File: src/rtl/counter_seq_ctrl_if.sv
// rtl/counter_seq_ctrl_if.sv - requester handshake and 74x867 pin bundle for counter_seq_ctrl
// master: the two requesters plus the counter stages; slave: the sequencer.
interface counter_seq_ctrl_if #(
  parameter int LEN_W = 4
);
  logic             reqA;
  logic             reqB;
  logic [1:0]       opA;
  logic [1:0]       opB;
  logic [LEN_W-1:0] lenA;
  logic [LEN_W-1:0] lenB;
  logic             satA;
  logic             satB;
  logic [15:0]      dataA;
  logic [15:0]      dataB;
  logic             ackA;
  logic             ackB;
  logic             tcHit;
  logic             busy;
  logic [1:0]       cntS;
  logic             cntEnpN;
  logic             cntEntN;
  logic [15:0]      cntD;
  logic             cntRcoN;

  modport master (
    output reqA, reqB, opA, opB, lenA, lenB, satA, satB, dataA, dataB, cntRcoN,
    input  ackA, ackB, tcHit, busy, cntS, cntEnpN, cntEntN, cntD
  );

  modport slave (
    input  reqA, reqB, opA, opB, lenA, lenB, satA, satB, dataA, dataB, cntRcoN,
    output ackA, ackB, tcHit, busy, cntS, cntEnpN, cntEntN, cntD
  );
endinterface

File: src/rtl/counter_seq_ctrl.sv
// rtl/counter_seq_ctrl.sv - round-robin sequencer sharing a cascaded 74x867 16-bit counter
// Grants one requester at a time and drives clear/load/count bursts on the shared S/enable/data pins.
module counter_seq_ctrl #(
  parameter int LEN_W = 4
) (
  input logic              clk,
  input logic              asyncResetN,
  counter_seq_ctrl_if.slave bus
);

  typedef enum logic [1:0] {
    ST_IDLE,
    ST_RUN,
    ST_DONE
  } state_e;

  localparam logic [1:0]       S_HOLD  = 2'b11;
  localparam logic [LEN_W-1:0] LEN_ONE = LEN_W'(1);

  state_e           state_q;
  logic             count_q;
  logic             sat_q;
  logic [LEN_W-1:0] step_q;
  logic             tc_q;
  logic             gnt_b_q;
  logic             last_b_q;
  logic [1:0]       cnt_s_q;
  logic [15:0]      cnt_d_q;
  logic             ent_n_q;
  logic             enp_r_q;
  logic             ack_a_q;
  logic             ack_b_q;
  logic             tc_hit_q;

  logic             grant_b_d;
  logic [1:0]       sel_op;
  logic [LEN_W-1:0] sel_len;
  logic             sel_sat;
  logic [15:0]      sel_data;
  logic             sel_count;
  logic             rco_hit;
  logic             tc_d;
  logic             run_last;

  // B wins only when A is absent or A was the last one served.
  always_comb begin
    grant_b_d = bus.reqB & (~bus.reqA | ~last_b_q);
    sel_op    = grant_b_d ? bus.opB   : bus.opA;
    sel_len   = grant_b_d ? bus.lenB  : bus.lenA;
    sel_sat   = grant_b_d ? bus.satB  : bus.satA;
    sel_data  = grant_b_d ? bus.dataB : bus.dataA;
    sel_count = sel_op[0];
    rco_hit   = ~bus.cntRcoN;
    tc_d      = tc_q | (count_q & rco_hit);
    run_last  = ~count_q | (sat_q & rco_hit) | (step_q == '0);
  end

  always_ff @(posedge clk or negedge asyncResetN) begin
    if (!asyncResetN) begin
      state_q  <= ST_IDLE;
      count_q  <= 1'b0;
      sat_q    <= 1'b0;
      step_q   <= '0;
      tc_q     <= 1'b0;
      gnt_b_q  <= 1'b0;
      last_b_q <= 1'b1;
      cnt_s_q  <= S_HOLD;
      cnt_d_q  <= 16'h0000;
      ent_n_q  <= 1'b1;
      enp_r_q  <= 1'b1;
      ack_a_q  <= 1'b0;
      ack_b_q  <= 1'b0;
      tc_hit_q <= 1'b0;
    end else begin
      case (state_q)
        ST_IDLE: begin
          if (bus.reqA || bus.reqB) begin
            gnt_b_q <= grant_b_d;
            count_q <= sel_count;
            sat_q   <= sel_sat & sel_count;
            step_q  <= sel_count ? sel_len : '0;
            tc_q    <= 1'b0;
            cnt_s_q <= sel_op;
            cnt_d_q <= sel_data;
            ent_n_q <= ~sel_count;
            enp_r_q <= ~sel_count;
            state_q <= ST_RUN;
          end
        end

        ST_RUN: begin
          tc_q <= tc_d;
          if (run_last) begin
            cnt_s_q  <= S_HOLD;
            ent_n_q  <= 1'b1;
            enp_r_q  <= 1'b1;
            ack_a_q  <= ~gnt_b_q;
            ack_b_q  <= gnt_b_q;
            tc_hit_q <= tc_d;
            state_q  <= ST_DONE;
          end else begin
            step_q <= step_q - LEN_ONE;
          end
        end

        ST_DONE: begin
          ack_a_q  <= 1'b0;
          ack_b_q  <= 1'b0;
          tc_hit_q <= 1'b0;
          tc_q     <= 1'b0;
          sat_q    <= 1'b0;
          last_b_q <= gnt_b_q;
          state_q  <= ST_IDLE;
        end

        default: state_q <= ST_IDLE;
      endcase
    end
  end

  // Saturation gate is combinational: rcoN only depends on registered S/entN.
  assign bus.cntEnpN = enp_r_q | (sat_q & ~bus.cntRcoN);
  assign bus.cntS    = cnt_s_q;
  assign bus.cntEntN = ent_n_q;
  assign bus.cntD    = cnt_d_q;
  assign bus.ackA    = ack_a_q;
  assign bus.ackB    = ack_b_q;
  assign bus.tcHit   = tc_hit_q;
  assign bus.busy    = (state_q != ST_IDLE);

endmodule

File: src/flat_wrapper.sv
// flat-port wrapper written by rule: the top's interface ports become plain ports
module counter_seq_ctrl_flat 
#(
  parameter int LEN_W = 4
)
  (clk, asyncResetN, bus_reqA, bus_reqB, bus_opA, bus_opB, bus_lenA, bus_lenB, bus_satA, bus_satB, bus_dataA, bus_dataB, bus_cntRcoN, bus_ackA, bus_ackB, bus_tcHit, bus_busy, bus_cntS, bus_cntEnpN, bus_cntEntN, bus_cntD);
  counter_seq_ctrl_if #(.LEN_W(LEN_W)) bus_i ();
  input logic clk;
  input logic asyncResetN;
  input wire logic [$bits(bus_i.reqA)-1:0] bus_reqA;
  input wire logic [$bits(bus_i.reqB)-1:0] bus_reqB;
  input wire logic [$bits(bus_i.opA)-1:0] bus_opA;
  input wire logic [$bits(bus_i.opB)-1:0] bus_opB;
  input wire logic [$bits(bus_i.lenA)-1:0] bus_lenA;
  input wire logic [$bits(bus_i.lenB)-1:0] bus_lenB;
  input wire logic [$bits(bus_i.satA)-1:0] bus_satA;
  input wire logic [$bits(bus_i.satB)-1:0] bus_satB;
  input wire logic [$bits(bus_i.dataA)-1:0] bus_dataA;
  input wire logic [$bits(bus_i.dataB)-1:0] bus_dataB;
  input wire logic [$bits(bus_i.cntRcoN)-1:0] bus_cntRcoN;
  output wire logic [$bits(bus_i.ackA)-1:0] bus_ackA;
  output wire logic [$bits(bus_i.ackB)-1:0] bus_ackB;
  output wire logic [$bits(bus_i.tcHit)-1:0] bus_tcHit;
  output wire logic [$bits(bus_i.busy)-1:0] bus_busy;
  output wire logic [$bits(bus_i.cntS)-1:0] bus_cntS;
  output wire logic [$bits(bus_i.cntEnpN)-1:0] bus_cntEnpN;
  output wire logic [$bits(bus_i.cntEntN)-1:0] bus_cntEntN;
  output wire logic [$bits(bus_i.cntD)-1:0] bus_cntD;
  assign bus_i.reqA = bus_reqA;
  assign bus_i.reqB = bus_reqB;
  assign bus_i.opA = bus_opA;
  assign bus_i.opB = bus_opB;
  assign bus_i.lenA = bus_lenA;
  assign bus_i.lenB = bus_lenB;
  assign bus_i.satA = bus_satA;
  assign bus_i.satB = bus_satB;
  assign bus_i.dataA = bus_dataA;
  assign bus_i.dataB = bus_dataB;
  assign bus_i.cntRcoN = bus_cntRcoN;
  assign bus_ackA = bus_i.ackA;
  assign bus_ackB = bus_i.ackB;
  assign bus_tcHit = bus_i.tcHit;
  assign bus_busy = bus_i.busy;
  assign bus_cntS = bus_i.cntS;
  assign bus_cntEnpN = bus_i.cntEnpN;
  assign bus_cntEntN = bus_i.cntEntN;
  assign bus_cntD = bus_i.cntD;
  counter_seq_ctrl #(.LEN_W(LEN_W)) u_core (.clk(clk), .asyncResetN(asyncResetN), .bus(bus_i));
endmodule
File: config.mk
export PLATFORM = sky130hd
export DESIGN_NAME = counter_seq_ctrl_flat
export DESIGN_NICKNAME = d
export VERILOG_FILES = /design/src/rtl/counter_seq_ctrl_if.sv /design/src/rtl/counter_seq_ctrl.sv /design/src/flat_wrapper.sv
export SDC_FILE = /design/constraint.sdc
export NUM_CORES = 1
export LEC_CHECK = 0
export ABC_CLOCK_PERIOD_IN_PS = 2060
export CAP_MARGIN = 20
export CELL_PAD_IN_SITES_DETAIL_PLACEMENT = 1
export CELL_PAD_IN_SITES_GLOBAL_PLACEMENT = 2
export CORE_MARGIN = 4
export CORE_UTILIZATION = 23
export CTS_CLUSTER_SIZE = 10
export DETAILED_ROUTE_END_ITERATION = 6
export GPL_ROUTABILITY_DRIVEN = 0
export MAX_ROUTING_LAYER = met4
export PLACE_DENSITY_LB_ADDON = 0.25
export SYNTH_ARGS = -nofsm -noshare
export SYNTH_HDL_FRONTEND = slang
export SYNTH_SLANG_ARGS = --single-unit
File: constraint.sdc
create_clock -name clk -period 2.06 [get_ports clk]
set_clock_uncertainty 0.05 [all_clocks]
set_input_delay 0.412 -clock clk [delete_from_list [all_inputs] [get_ports clk]]
set_output_delay 0.412 -clock clk [all_outputs]
set_load 0.03 [all_outputs]
# ---- Word level (Yosys, flattened, before mapping)
# Index checks and enable logic that the tools add are counted.
dict set report op_classes {
  n_addsub 1
  multipliers 0
  div_mod_pow 0
  order_cmp 0
  n_eq_ne 5
  shift 0
  mux 27
  bitwise_logic 15
  n_reduce_logical 15
}
# op count
set ops {}
lappend ops {{$mux 16} 1}
lappend ops {{$mux 4} 4}
lappend ops {{$mux 2} 5}
lappend ops {{$pmux 1 s2} 5}
lappend ops {{$reduce_and 2->1} 5}
lappend ops {{$mux 1} 8}
lappend ops {{$pmux 2 s2} 2}
lappend ops {{$pmux 4 s2} 1}
lappend ops {{$reduce_bool 2->1} 4}
lappend ops {{$not 1->1} 6}
lappend ops {{$reduce_and 3->1} 2}
lappend ops {{$or 1x1->1} 5}
lappend ops {{$and 1x1->1} 4}
lappend ops {{$logic_not 4->1} 1}
lappend ops {{$ne 2x1->1 const B} 2}
lappend ops {{$sub 4x1->4 const B} 1}
lappend ops {{$pmux 1 s3} 1}
lappend ops {{$reduce_bool 3->1} 1}
lappend ops {{$eq 2x1->1 const B} 1}
lappend ops {{$eq 2x2->1 const B} 1}
lappend ops {{$logic_not 2->1} 1}
lappend ops {{$ne 2x2->1 const B} 1}
lappend ops {{$logic_or 1x1->1} 1}
dict set report word_totals {
  register_bits 33
  latch_bits 0
  ram_bits 0
  mem_bits_ro 0
  in_bits 51
  out_inout_bits 24
  elab_cells 76
  n_memories 0
}

# ---- Longest topological paths before layout
# Gate-level depths: netlist of the first run.
dict set report depth {
  depth_word 7
  mapped_depth 7
  ltp_nobuf 6
}

# ---- Worst setup path after synthesis of the first run
# No wires, ideal clock.
dict set report synth_timing {
  path_kind {reg-to-reg}
  from {register u_core.step_q[0]}
  to {register u_core.step_q[0]}
  setup_time_ns 0.104
  arrival_ns 1.590
  required_time_ns 1.906
  slack_ns 0.316
  path_stages_with_launch 8
  path_buffers 1
  synth_period_minus_slack_ns 1.744
  cell_sequence {dfrtp_1 -> inv_1 -> ha_1 -> or3b_4 -> and3_4 -> buf_6 -> mux2i_1 -> a221oi_1}
}
dict set report synth_between {
  elab_chain_cells 4
  elab_cells_between_ends 7
  cone_classes {add/sub (1); eq/ne (1); mux (2); bitwise (1); reduce/logical (2)}
}
# element line_no
set synth_rtl {}
lappend synth_rtl {{start: declaration} counter_seq_ctrl.sv:23} ;# logic [LEN_W-1:0] step_q;
lappend synth_rtl {{start signal: assignment} counter_seq_ctrl.sv:81} ;# step_q <= sel_count ? sel_len : '0;
lappend synth_rtl {{start signal: assignment} counter_seq_ctrl.sv:102} ;# step_q <= step_q - LEN_ONE;
lappend synth_rtl {{branches (longest 4 deep; another with $sub 4x1->4)} -}
# Several ways; the timed one is not identified. The select of a mux whose other input is x is not followed.
# A chain may end at the register's enable or synchronous reset.

# ---- Final worst setup path of the first run
dict set report layout_timing {
  from {register u_core.ent_n_q (netlist: u_core.bus.cntEntN)}
  to {output port bus_cntEntN}
}
# element line_no
set layout_lines {}
lappend layout_lines {{start: declaration} counter_seq_ctrl.sv:29} ;# logic ent_n_q;
lappend layout_lines {{start signal: assignment} counter_seq_ctrl.sv:85} ;# ent_n_q <= ~sel_count;
lappend layout_lines {{end: declaration} flat_wrapper.sv:27} ;# output wire logic [$bits(bus_i.cntEntN)-1:0] bus_cntEntN;
# No word-level cell between the ends.

==> results of run 1 <==
[worst max-delay path by stage]
stage,to,slack [ps],depth (start not counted)
floorplan,u_core.step_q[0]$_DFFE_PN0P_,320,7
global placement,u_core.step_q[0]$_DFFE_PN0P_,100,5
detailed placement,u_core.step_q[0]$_DFFE_PN0P_,60,5
CTS,bus_busy,10,2
global route,bus_cntS[0],30,1
finish,bus_cntEntN,60,1
[worst register-to-register path, cell delays in order, from the launching register on]
cell and delay [ps]:
dfrtp_1 430, inv_1 80, ha_1 160, or3b_4 390, and3_4 230, o21ai_2 210, a2bb2oi_1 180
[repair_timing]
item,in CTS,in global routing
hold endpoints to repair,0,0
gates resized for setup,0,1
endpoints found under the setup margin,0,1
[cell usage after synthesis (all sizes together), types with 2 or more instances]
cell type,number,area share
mux2i,3,0.018
nand4,3,0.011
o21ai,6,0.020
nand3,7,0.021
and3,3,0.014
nor2,23,0.055
o21a,3,0.013
nor2b,4,0.015
or2,2,0.0074
a22o,3,0.015
dfstp,4,0.062
buf,8,0.027
nand2,40,0.088
a31oi,18,0.066
inv,3,0.0066
dfrtp,29,0.43
nand2b,5,0.018
nor3,2,0.0059
clkbuf,4,0.0088
a21oi,3,0.0088
o211ai,2,0.0088
[report_power, final]
part           total [mW]  leakage, nW  internal, mW  switching [mW]
logic                2.24        0.682         0.996            1.25
clock network       0.648       0.0585         0.395           0.253
registers            1.20        0.385         0.983           0.218
[cell families (layout without fill, tap and decap cells)]
group | Yosys count | count (layout) | synth area share
AOI/OAI and AO/OA | 46 | 46 | 0.191
adders and majority gates | 1 | 1 | 0.00736
buffers and inverters | 15 | 96 | 0.0427
DFF | 33 | 33 | 0.489
muxes | 4 | 4 | 0.0243
and+or+nand+nor | 91 | 91 | 0.246
[metal layers]
layer	global-route usage	vias up
met5	-	-
met3	0.0425	7
met1	0.171	798
met4	0.0433	0
li1	-	829
met2	0.224	50
[through the flow]
stage               setup WS, ps  total power [mW]  instances  hold slack (ps)
floorplan                    316              2.58        190             66.4
global placement             104              3.47        362              430
detailed placement          55.4              3.50        362              434
CTS                         12.9              4.17        370              119
global route                31.8              4.42        370              136
finish                      64.0              4.09        370             94.8
[flip-flops by register name (all words and copies together) (netlist names)]
signal and count:
u_core.count_q 1, u_core.step_q 4, u_core.bus.cntD 16, u_core.tc_q 1, u_core.bus.ackB 1, u_core.bus.tcHit 1, u_core.bus.cntS 2, u_core.sat_q 1
u_core.last_b_q 1, u_core.bus.cntEntN 1, u_core.gnt_b_q 1, u_core.state_q 2, u_core.bus.ackA 1
[layout make-up]
| type | instances | area [um^2] | area share |
|---|---|---|---|
| Tap cell | 99 | 124 | 0.0457 |
| Clock inverter | 1 | 30.0 | 0.0111 |
| Inverter | 3 | 11.3 | 0.00415 |
| Multi-Input combinational cell | 142 | 800 | 0.295 |
| Sequential cell | 33 | 831 | 0.306 |
| Timing Repair Buffer | 85 | 831 | 0.306 |
| Clock buffer | 7 | 86.3 | 0.0318 |
==> flow_summary.json, run 1 <==
{
  "status": "finished, final reports clean",
  "vias": 1684,
  "die_y_um": 94.0,
  "async_flop_share": 1.00,
  "clock.fmax_mhz": 501,
  "rows": 31,
  "grt_pass1_vias": 1918,
  "reg2regPathDepth": 6,
  "ys_seq_elements": 33,
  "criticalPathCategory": "reg -> out",
  "dieArea_um2": 8830,
  "reg2reg_to": "u_core.bus.cntS[1]$_DFFE_PN1P_",
  "tns_ps": 0,
  "grt_start_max_net_pins": 34,
  "ys_warn_count": 0,
  "cts_buffers": 5,
  "cts_buffer_depth": 2,
  "cellLeakagePower_nw": 1.13,
  "routed-wl-met3_um": 393,
  "postLayoutCellArea_um2": 2710,
  "p_per_area_nw_per_um2": 1510,
  "final_nets": 322,
  "hold_buffers": 0,
  "placed_cell_area_um2": 2590,
  "antenna_found_initial": 0,
  "ir_drop_mv": 0.440,
  "hp-class": "in -> async",
  "drv_cap": 0,
  "wl_met1_um": 2430,
  "clk_pin_slew_worst_paths_ps": 80,
  "drt_iter0_drc": 30,
  "clock-sinks": 33,
  "crit_arrival_ps": 1530,
  "cts_root_buffer": "clkbuf_8",
  "cts_setup_buffers": 0,
  "grt-ovfl-total": 0,
  "dr_wl_met2_um": 2730,
  "end_kind": "primary output",
  "dpl.hpwl_um": 4240,
  "avgViaCountPerCell": 4.55,
  "wire_per_inst_um": 15.2,
  "cp.required_ps": 1600,
  "path_delay_family": "buffers and inverters",
  "drc": 0,
  "crit_slowest_cell": "clkdlybuf4s50_1",
  "syn-cell-area_um2": 1700,
  "tightest_slew_ps": 450,
  "die_w_um": 94.0,
  "yosysUniqueCellTypes": 41,
  "syn2layout_area_growth_pct": 59.6,
  "setup_violations": 0,
  "io_pins": 75,
  "hold_violations": 0,
  "start_util": 0.236,
  "postLayoutCoreUtil": 0.376,
  "finalCriticalPeriod_ps": 2000,
  "routed_wirelength_um": 5620,
  "layout_common_cells": "71 x clkdlybuf4s50_1, 40 x nand2_1, 29 x dfrtp_1",
  "drive_gt1_frac": 0.111,
  "firstDrtPassIters": 4,
  "reg2reg_from": "u_core.step_q[0]$_DFFE_PN0P_",
  "grtUsageTotal": 0.140,
  "cpPeakStageDelay_ps": 680,
  "worstSkewPairLatency_ps": 290,
  "drtAntennaViolNets": 0,
  "start_kind": "register",
  "h-tree-depth": 2,
  "syn_avg_cell_area_um2": 8.94,
  "crit_chain": "clkdlybuf4s50_1",
  "rsz0062_at_grt": "no",
  "maxUsedRoutingLayer": "met4",
  "syn-num-nets": 242,
  "portBuffers": 74,
  "syn_inst": 190,
  "cts_tree": "built",
  "synth-edff-count": 0,
  "n_fill_cell": 847,
  "synth-seq-area-share": 0.489,
  "slew_violations": 0,
  "path_max_fanout": 3,
  "grt_pass1_wl_um": 9420,
  "final_common_cell": "clkdlybuf4s50_1",
  "max_slew_margin": 0.700,
  "coreArea_um2": 7210,
  "worst-path-buf-inv": 1,
  "rrSetupSlack_ps": 250,
  "synth_flop_cell": "dfrtp_1",
  "antennaDiodeCount": 0,
  "post-route-period-util": 0.969,
  "worstSetupStartpoint": "u_core.bus.cntEntN$_DFFE_PN1P_"
}
Note: power is estimated with default switching activity, not from simulation.
==> run 2: changes to the inputs <==
ABC_CLOCK_PERIOD_IN_PS = 2560   (was 2060)
CORE_UTILIZATION = 25   (was 23)
clock period = 2.56 ns   (was 2.06 ns; I/O delays follow)
==> flow_summary.json, run 2 (synthesis gave the netlist of run 1 again) <==
{
  "crit_chain": "clkdlybuf4s50_1, nand2b_1, nand2b_1, clkdlybuf4s50_1",
  "cts_buffers": 5,
  "cts_tree": "built",
  "rrSetupSlack_ps": 760,
  "path_max_fanout": 2,
  "crit_slowest_cell": "clkdlybuf4s50_1",
  "cpPeakStageDelay_ps": 660,
  "grtUsageTotal": 0.141,
  "hold_buffers": 0,
  "tightest_slew_ps": 465,
  "hp-class": "reg -> reg",
  "cts_setup_buffers": 0,
  "cp.required_ps": 2000,
  "h-tree-depth": 2,
  "avgViaCountPerCell": 4.77,
  "cts_buffer_depth": 2,
  "firstDrtPassIters": 4,
  "path_delay_family": "buffers and inverters",
  "die_w_um": 90.4,
  "cellLeakagePower_nw": 1.10,
  "slew_violations": 0,
  "worst-path-buf-inv": 2,
  "wire_per_inst_um": 15.4,
  "setup_slack_ps": 119,
  "clk_pin_slew_worst_paths_ps": 70,
  "rows": 29,
  "reg2regPathDepth": 6,
  "clock-sinks": 33,
  "whs_path_depth": 1,
  "syn2layout_area_growth_pct": 56.0,
  "hold_end": "u_core.bus.cntS[1]$_DFFE_PN1P_",
  "drive_gt1_frac": 0.100,
  "grt_util_met2": 0.218,
  "clock.fmax_mhz": 410,
  "criticalPathCategory": "in -> out",
  "reg2reg_from": "u_core.step_q[0]$_DFFE_PN0P_",
  "cts_root_buffer": "clkbuf_8",
  "crit_arrival_ps": 1880,
  "drv_cap": 0,
  "drtAntennaViolNets": 0,
  "ir_drop_mv": 0.463,
  "vias": 1656,
  "ctsResizeCount": 0,
  "tns_ps": 0,
  "layout_common_cells": "74 x clkdlybuf4s50_1, 40 x nand2_1, 29 x dfrtp_1",
  "p_per_area_nw_per_um2": 1200,
  "drt_iter0_drc": 46,
  "largest_reg_flops": 16,
  "min_from": "u_core.bus.cntS[1]$_DFFE_PN1P_",
  "reg2reg_to": "u_core.bus.cntS[1]$_DFFE_PN1P_",
  "io_pins": 75,
  "grt_busiest_layer": "met2",
  "dieArea_um2": 8180,
  "antennaDiodeCount": 0,
  "portBuffers": 74,
  "end_kind": "primary output",
  "use_met1": 0.183,
  "grt_pass1_vias": 1788,
  "setup_violations": 0,
  "grt-ovfl-total": 0,
  "use_met3": 0.0408,
  "final_common_cell": "clkdlybuf4s50_1",
  "finalCriticalPeriod_ps": 2440,
  "grt_pass1_wl_um": 9030,
  "start_util": 0.263,
  "worstSkewPairLatency_ps": 280,
  "start_kind": "input pin",
  "coreArea_um2": 6460,
  "preCtsSetupSlack_ps": 105,
  "routed_wirelength_um": 5340,
  "drc": 0,
  "final_nets": 321,
  "hold_violations": 0,
  "dpl.hpwl_um": 3950,
  "post-route-period-util": 0.954,
  "grt_start_max_net_pins": 34,
  "rsz0062_at_grt": "no",
  "status": "finished, final reports clean",
  "die_y_um": 90.4,
  "max_slew_margin": 0.689,
  "antenna_found_initial": 0
}
run 2: cell count changes in the layout (fill, tap and decap cells not counted):
cell             before  now
a21boi_1              0    1
clkdlybuf4s50_1      71   74
clkinv_2              0    1
clkbuf_1              1    0
a21boi_2              1    0
clkbuf_8              6    7
buf_12                1    0
buf_4                11   10
buf_2                 1    0
dlymetal6s2s_1        1    0
bufinv_16             1    0
run 2: per-layer routing:
layer	routed length [um]	vias up
met2	2440	50
li1	-	824
met1	2550	777
met4	42	0
met5	0	-
met3	309	5
run 2: through the flow:
stage | std cells | hold slack, ps | utilization | total power [mW] | area [um^2]
after global routing | 347 | 481 | 0.411 | 3.45 | 2650
after CTS | 347 | 465 | 0.411 | 3.24 | 2650
after global placement | 339 | 441 | 0.395 | 2.76 | 2550
after detailed placement | 339 | 454 | 0.395 | 2.79 | 2550
after floorplan | 190 | 166 | - | 2.08 | 1700
final | 347 | 460 | 0.411 | 3.19 | 2650
run 2: worst max path at each step:
stage / startpoint / depth (start not counted) / slack (ps) / to
4_1_cts: bus_cntRcoN / 4 / 90 / bus_cntEnpN
5_1_grt: bus_cntRcoN / 4 / 50 / bus_cntEnpN
3_3_place_gp: bus_cntRcoN / 4 / 110 / bus_cntEnpN
3_5_place_dp: bus_cntRcoN / 4 / 100 / bus_cntEnpN
6_report: bus_cntRcoN / 4 / 120 / bus_cntEnpN
2_1_floorplan: u_core.step_q[0]$_DFFE_PN0P_ / 7 / 820 / u_core.step_q[0]$_DFFE_PN0P_
run 2: final cells by class:
type	instances	area, um^2
Clock inverter	1	5.00
Fill cell	787	3810
Tap cell	77	96.3
Multi-Input combinational cell	142	796
Clock buffer	7	96.3
Sequential cell	33	831
Timing Repair Buffer	84	816
Inverter	3	11.3
run 2: where the power goes:
part           leakage, nW  switching [mW]  internal [mW]
Clock               0.0542           0.197          0.243
Combinational        0.664            1.01          0.788
Sequential           0.385           0.169          0.791
Total                 1.10            1.37           1.82
run 2: worst register-to-register path: stages (launching register included):
cell       delay [ps]
dfrtp_1           430
inv_1              80
ha_1              150
or3b_4            390
and3_4            240
o21ai_2           220
a2bb2oi_1         180
==> run 3: changes to the inputs <==
ABC_AREA = 1   (was default)
CORE_UTILIZATION = 23   (was 25)
==> flow_summary.json, run 3 <==
{
  "drv_cap": 0,
  "hold_buffers": 0,
  "avgViaCountPerCell": 4.27,
  "async_flop_share": 1.00,
  "crit_chain": "clkdlybuf4s50_1, inv_1, nand2_1, nand2_1, clkdlybuf4s50_1",
  "hold_violations": 0,
  "tightest_slew_ps": 438,
  "antennaDiodeCount": 0,
  "ys_seq_elements": 33,
  "tns_ps": 0,
  "min_from": "u_core.bus.cntS[0]$_DFFE_PN1P_",
  "syn_inst": 221,
  "n_fill_cell": 846,
  "grt_pass1_vias": 1788,
  "cts_setup_buffers": 0,
  "cts_buffers": 5,
  "hp-class": "reg -> reg",
  "coreArea_um2": 6910,
  "max_slew_margin": 0.708,
  "final_nets": 351,
  "whs_path_depth": 2,
  "final_cells": 396,
  "syn_avg_cell_area_um2": 7.55,
  "criticalPathCategory": "in -> out",
  "antenna_found_initial": 0,
  "h-tree-depth": 2,
  "reg2reg_from": "u_core.step_q[0]$_DFFE_PN0P_",
  "end_kind": "primary output",
  "final_common_cell": "clkdlybuf4s50_1",
  "grt_pass1_wl_um": 8510,
  "worstSkewPairLatency_ps": 280,
  "cellLeakagePower_nw": 1.21,
  "ctsResizeCount": 0,
  "die_w_um": 93.2,
  "syn2layout_area_growth_pct": 56.4,
  "largest_reg_flops": 16,
  "wire_per_inst_um": 13.0,
  "syn-cell-area_um2": 1670,
  "setup_violations": 0,
  "crit_arrival_ps": 1790,
  "grt_start_max_net_pins": 34,
  "hold_end": "u_core.bus.cntS[0]$_DFFE_PN1P_",
  "worst-path-buf-inv": 3,
  "post-route-period-util": 0.918,
  "slew_violations": 0,
  "firstDrtPassIters": 4,
  "start_kind": "input pin",
  "yosysTopAreaCellShare": 0.435,
  "grtUsageTotal": 0.129,
  "synth_flop_cell": "dfrtp_1",
  "numPlacedInstances": 388,
  "start_util": 0.242,
  "reg2regPathDepth": 8,
  "synthTopCellsByCount": "72 x nand2_1, 30 x o21ai_0, 29 x dfrtp_1",
  "drtAntennaViolNets": 0,
  "cts_buffer_depth": 2,
  "portBuffers": 74,
  "drc": 0,
  "drive_gt1_frac": 0.0700,
  "rows": 30,
  "finalCriticalPeriod_ps": 2350,
  "multi_input_area_um2": 728,
  "layout_common_cells": "74 x clkdlybuf4s50_1, 72 x nand2_1, 30 x o21ai_0",
  "yosysMostFrequentCell": "nand2_1",
  "synth-edff-count": 0,
  "dieArea_um2": 8680,
  "clock.fmax_mhz": 425,
  "cp.required_ps": 2000,
  "crit_slowest_cell": "clkdlybuf4s50_1",
  "ys_warn_count": 0,
  "rsz0062_at_grt": "no",
  "io_pins": 75,
  "vias": 1692,
  "grt-ovfl-total": 0,
  "rrSetupSlack_ps": 970,
  "ys_top_cells_by_area": "dfrtp_1 43%, nand2_1 16%, o21ai_0 9.0%",
  "clock-sinks": 33,
  "cpPeakStageDelay_ps": 660,
  "drt_iter0_drc": 35,
  "reg2reg_to": "u_core.bus.cntS[0]$_DFFE_PN1P_",
  "synth_top_area_cell": "dfrtp_1",
  "path_delay_family": "buffers and inverters",
  "syn-num-nets": 273,
  "cts_root_buffer": "clkbuf_8",
  "p_per_area_nw_per_um2": 1160,
  "dpl.hpwl_um": 4020,
  "die_y_um": 93.2,
  "synth-seq-area-share": 0.498,
  "power.total_mw": 3.03,
  "seq_area_um2": 831,
  "clk_pin_slew_worst_paths_ps": 60,
  "cts_tree": "built",
  "routed_wirelength_um": 5140,
  "ir_drop_mv": 0.323,
  "yosysUniqueCellTypes": 22,
  "path_max_fanout": 3,
  "status": "finished, final reports clean"
}
## run 3: changes by cell type after synthesis, moves of 5 or more
cell,delta
a31oi_1,-18
o21ai_0,+28
nand3_1,+9
o21ai_1,+7
inv_1,+16
nand2b_1,-5
nand2_1,+32
## run 3: worst max-delay path by stage
stage,slack [ps],from,end,cells after the start
after global routing,120,bus_cntRcoN,bus_cntEnpN,5
after global placement,220,bus_cntRcoN,bus_cntEnpN,5
after CTS,200,bus_cntRcoN,bus_cntEnpN,5
after detailed placement,200,bus_cntRcoN,bus_cntEnpN,5
final,210,bus_cntRcoN,bus_cntEnpN,5
after floorplan,1110,u_core.bus.cntEntN$_DFFE_PN1P_,bus_cntEnpN,2
## run 3: per-stage QoR
| step | util | worst slack [ps] | cell area [um^2] | hold slack (ps) |
|---|---|---|---|---|
| floorplan | - | 1110 | 1670 | 166 |
| global placement | 0.365 | 221 | 2520 | 401 |
| detailed placement | 0.365 | 198 | 2520 | 409 |
| CTS | 0.378 | 196 | 2610 | 419 |
| global route | 0.378 | 125 | 2610 | 435 |
| finish | 0.378 | 209 | 2610 | 413 |
## run 3: metal layers
metal	track usage	part of all wire	up-vias
li1	-	-	860
met1	0.152	0.44	778
met2	0.208	0.47	49
met3	0.0451	0.085	5
met4	0.0403	0.010	0
met5	-	0	-
## run 3: final cells by class
cell class	instances	area share
well taps	96	0.0460
repair buffers	77	0.292
clock buffers	8	0.0345
multi-input cells	161	0.279
inverters	21	0.0302
flip-flops and latches	33	0.318
## run 3: kinds of logic (layout without fill, tap and decap cells)
group / Yosys count / count (layout) / share of synthesized area
buffers and inverters: 27 / 106 / 0.0660
and+or+nand+nor: 118 / 118 / 0.299
AOI/OAI and AO/OA: 42 / 42 / 0.130
DFF: 33 / 33 / 0.498
adders and majority gates: 1 / 1 / 0.00750
## run 3: worst reg2reg max path: stages, from the launching register on
cell and delay (ps):
dfrtp_1 380, inv_1 120, ha_1 210, nand3_1 140, nand3_1 110, nand2_1 150
nand2_1 180, o21ai_0 120, nand2_1 80
## run 3: report_power, final
group          internal [mW]  total (mW)  switching [mW]
combinational          0.650        1.69            1.04
clock                  0.219       0.403           0.184
sequential             0.796       0.936           0.140
total                   1.66        3.03            1.36
